--- config.mk ---
export PLATFORM = sky130hd
export DESIGN_NAME = updown_counter
export DESIGN_NICKNAME = d
export VERILOG_FILES = /design/src/rtl/updown_counter.sv
export SDC_FILE = /design/constraint.sdc
export NUM_CORES = 1
export LEC_CHECK = 0
export ABC_CLOCK_PERIOD_IN_PS = 4400
export CAP_MARGIN = 30
export CORE_MARGIN = 2
export CORE_UTILIZATION = 51
export CTS_CLUSTER_DIAMETER = 30
export DETAILED_ROUTE_END_ITERATION = 16
export HOLD_SLACK_MARGIN = 0.08
export PLACE_DENSITY = 0.85
export RECOVER_POWER = 25
export SLEW_MARGIN = 20
export SYNTH_ARGS = -nofsm -noshare
export SYNTH_HDL_FRONTEND = slang
export SYNTH_SLANG_ARGS = --single-unit
--- constraint.sdc ---
create_clock -name clk -period 4.4 [get_ports clk]
set_clock_uncertainty 0.2 [all_clocks]
set_input_delay 1.1 -clock clk [delete_from_list [all_inputs] [get_ports clk]]
set_output_delay 1.1 -clock clk [all_outputs]
set_load 0.02 [all_outputs]
--- src/rtl/updown_counter.sv ---
// Parametrised synchronous up/down counter with limit, parallel load, wrap/saturate mode and terminal-count pulse.
// Optional wrap-event counter output `wrap_count` is built only when UDC_WRAPCNT_EN is defined.
module updown_counter #(
  parameter int              WIDTH     = 4,
  parameter logic [WIDTH-1:0] RESET_VAL = {WIDTH{1'b1}},
  parameter int              WRAP_W    = 8
) (
  input  logic             clk,
  input  logic             reset,
  input  logic             en,
  input  logic             up,
  input  logic             load,
  input  logic [WIDTH-1:0] load_val,
  input  logic [WIDTH-1:0] limit,
  input  logic             sat,
  output logic [WIDTH-1:0] counter,
  output logic             tc,
  output logic             zero,
  output logic             at_limit
`ifdef UDC_WRAPCNT_EN
  ,
  output logic [WRAP_W-1:0] wrap_count
`endif
);

  logic [WIDTH-1:0] next_count;
  logic [WIDTH-1:0] load_clamped;
  logic             boundary;

  // NOTE: every signal written here gets a default first, so no path can leave it unassigned and infer a latch.
  always_comb begin
    next_count = counter;
    boundary   = 1'b0;
    if (up) begin
      if (counter >= limit) begin
        boundary   = 1'b1;
        next_count = sat ? limit : '0;
      end else begin
        next_count = counter + 1'b1;
      end
    end else begin
      if (counter == '0) begin
        boundary   = 1'b1;
        next_count = sat ? '0 : limit;
      end else if (counter > limit) begin
        // Pulling an out-of-range count back into range is a correction, not a boundary event.
        next_count = limit;
      end else begin
        next_count = counter - 1'b1;
      end
    end
  end

  assign load_clamped = (load_val < limit) ? load_val : limit;

  // NOTE: sequential state uses non-blocking assignments so every register samples pre-edge values.
  always_ff @(posedge clk) begin
    if (reset) begin
      counter <= RESET_VAL;
      tc      <= 1'b0;
    end else if (load) begin
      counter <= load_clamped;
      tc      <= 1'b0;
    end else if (en) begin
      counter <= next_count;
      tc      <= boundary;
    end else begin
      tc      <= 1'b0;
    end
  end

  assign zero     = (counter == '0);
  assign at_limit = (counter >= limit);

`ifdef UDC_WRAPCNT_EN
  always_ff @(posedge clk) begin
    if (reset || load) begin
      wrap_count <= '0;
    end else if (en && boundary && !sat && (wrap_count != {WRAP_W{1'b1}})) begin
      wrap_count <= wrap_count + 1'b1;
    end
  end
`else
  localparam int unused_wrap_w = WRAP_W;
`endif

endmodule

==> key figures <==
Outcome
  – Status: finished clean

Layout
  – Register area: 100 um^2
  – Final non-filler cell total: 149
  – Fraction of layout cells with a size suffix above 1: 17.3%
  – Util after Layout: 73.8%
  – Nets: 157
  – Diode count: 0
  – Fill count: 123
  – P&R area growth vs syn: 37.8%
  – Area of the multi-input gates: 643 um^2

Global routing
  – Gr ovfl total: 0
  – Vias in the first global route: 950
  – First-pass GRT wire length: 4.13 mm
  – Initial antenna violation count: 0
  – GRT Total Usage: 28.8%
  – Largest net degree at the start of global routing: 11

Clock network
  – # resized after CTS: 0
  – H-tree depth: 1
  – Clock sink total: 5
  – Worst-path clk slew: 0.04 ns
  – Clock buffer depth: 2
  – Root buffer cell: clkbuf_4
  – Postcts setup bufs: 0
  – Worst-Skew Late Latency: 0.24 ns
  – Num CTS Buffers: 3
  – Cts hold-fix bufs: 0
  – CTS tree: built

Floorplan
  – Die width: 43.5 um
  – Std-Cell Rows: 14
  – Core area: 1490 um^2
  – Chip height: 43.5 um
  – Io pins: 21
  – Initial core utilization: 53.5%
  – DIE AREA: 1890 um^2

Timing
  – Setup slack after layout: 0.129 ns
  – RSZ-0062 raised after global routing: false
  – Post-route minimum period: 4.27 ns
  – Final hold viol count: 0
  – Fin Setup TNS: 0 ns
  – Slew headroom: 72.3%
  – Worst Tran Pin Value: 0.405 ns
  – Final Cycle Share: 97.1%
  – Final slew viol count: 0
  – Final setup violation count: 0
  – Max Fclk: 0.234 GHz

Synth
  – Post-Syn Area: 797 um^2
  – Top area cells in the synthesized netlist: ha_1 14%, dfxtp_1 13%, mux2i_1 5.0%
  – Post-synthesis sequential area ratio: 12.6%
  – Ys flop type: dfxtp_1
  – Async set or reset register ratio after synthesis: 0%
  – Netlist cell types: 42
  – Leading area contributor after synthesis: ha_1
  – Top-count cell post-synth: ha_1
  – Post-synth EDFFs: 0
  – Synth Area per Inst: 7.74 um^2
  – Warning count from the yosys run: 0
  – Post-Syn Instances: 103
  – Yosys reg bits: 5
  – Area share of the largest cell type after synthesis: 14.1%
  – Syn Nets: 126
  – List of most frequent post-synthesis cells: 9 x ha_1, 7 x a21oi_1, 7 x inv_1, 7 x nor2_1

Run
  – Max_cap viols: 0

Power and ir drop
  – Peak supply drop: 0.000215 V
  – PwrDens: 236 nW/um^2
  – Leak pwr: 0.483 nW

Drt
  – Average vias per placed instance: 6.34
  – Detail Route Antenna Nets: 0
  – Post-Route WL: 2.38 mm
  – Number of DRC markers in iteration 0: 56
  – Routed WL per cell: 16.0 um
  – DRT Pass-1 Iters: 4
  – DRC viols: 0
  – Via count: 944

Setup path
  – CP startpoint: limit[3]
  – Worst Setup Start Kind: input port
  – Flop-to-flop setup slack: 2.07 ns
  – Worst Setup End Kind: output pin
  – CP Buf/Inv Count: 3
  – Worst path cell trace: clkdlybuf4s50_1 > inv_1 > ha_1 > and4_1 > nor2_1 > nand2_2 > clkdlybuf4s50_1
  – Required time worst endpoint: 3.10 ns
  – Crit-path max cell delay: 0.54 ns
  – Critical Path Slowest Stage Cell: clkdlybuf4s50_1
  – Most used cell, CP: clkdlybuf4s50_1
  – Critical Path AT: 2.97 ns
  – Reg2Reg Launch Point: counter[3]
  – Cell family with most CP delay: buffers and inverters
  – Largest fanout on the critical path: 3
  – CP Class: in2out

Placement
  – Place WS: 0.148 ns
  – Gp weighted congestion: 1.04
  – I/O Buffers: 20
  – Dpl cells: 145
  – Dpl hpwl: 1.94 mm

Hold path
  – Hold path startpoint: counter[1]
  – Hold Crit Class: reg2reg
cell families (layout without fill, tap and decap cells):
kind of cell	count (synthesis)	in the layout	synth area share, %
AOI/OAI and AO/OA	32	32	29.0
xor gates and xnor gates	3	3	3.30
adders and majority gates	9	9	14.1
buffers and inverters	12	42	6.75
DFF	5	5	12.6
muxes	7	7	9.26
and+or+nand+nor	35	35	25.0
cell type report:
cell class / instances / area share [%]
multi-input cells: 86 / 58.5
flip-flops and latches: 5 / 9.11
well taps: 16 / 1.82
clock buffers: 4 / 2.39
repair buffers: 31 / 25.7
inverters: 7 / 2.39
metal layers:
metal | GRT usage (%) | share of wire (%)
met1 | 37.8 | 42
met2 | 49.0 | 48
met3 | 5.42 | 9.1
met4 | 6.67 | 0.71
met5 | 0 | 0
layout by cell type, fill, tap and decap left out, types with 2 or more instances in the layout:
cell and instances:
ha_1 9, nand2_1 6, a221oi_1 2, o211ai_1 2, nand4_1 2, mux2i_1 4
inv_1 7, o21ai_0 4, nor3_1 4, a21oi_1 7, clkdlybuf4s50_1 17, nand3_1 6
nor3b_1 2, clkbuf_4 3, buf_4 11, mux2_2 3, a2111oi_0 2, dlygate4sd3_1 3
dfxtp_1 5, nor4_1 2, o21ai_2 2, nor2_1 7, xor2_1 2
registers in the layout (all words and copies together) (netlist names):
name and count:
counter 4, tc 1
worst register-to-register path: stages (launching register included):
cell and delay, ns:
dfxtp_1 0.55, ha_1 0.35, buf_4 0.16, a21oi_1 0.25, nand2_1 0.12, nor4_1 0.34
o32ai_1 0.15, a31oi_1 0.15
where the power goes:
group	internal (mW)	switching [mW]	total (mW)	leakage, nW
sequential	0.0499	0.0111	0.0610	0.0415
clock	0.0343	0.0195	0.0538	0.0150
combinational	0.0721	0.0719	0.144	0.427
worst paths after layout:
kind	cells after the start	end
min	3	counter[1]
min reg2reg	3	counter[1]
max reg2reg	7	counter[3]
max	7	at_limit
per-stage QoR:
| step | hold slack (ns) | instance area (um^2) | power (mW) |
|---|---|---|---|
| global route | 0.570 | 1100 | 0.277 |
| floorplan | 0.531 | 797 | 0.145 |
| global placement | 0.501 | 1070 | 0.202 |
| detailed placement | 0.520 | 1070 | 0.204 |
| finish | 0.531 | 1100 | 0.259 |
| CTS | 0.534 | 1100 | 0.260 |
Power figures use the tool's default switching activity.
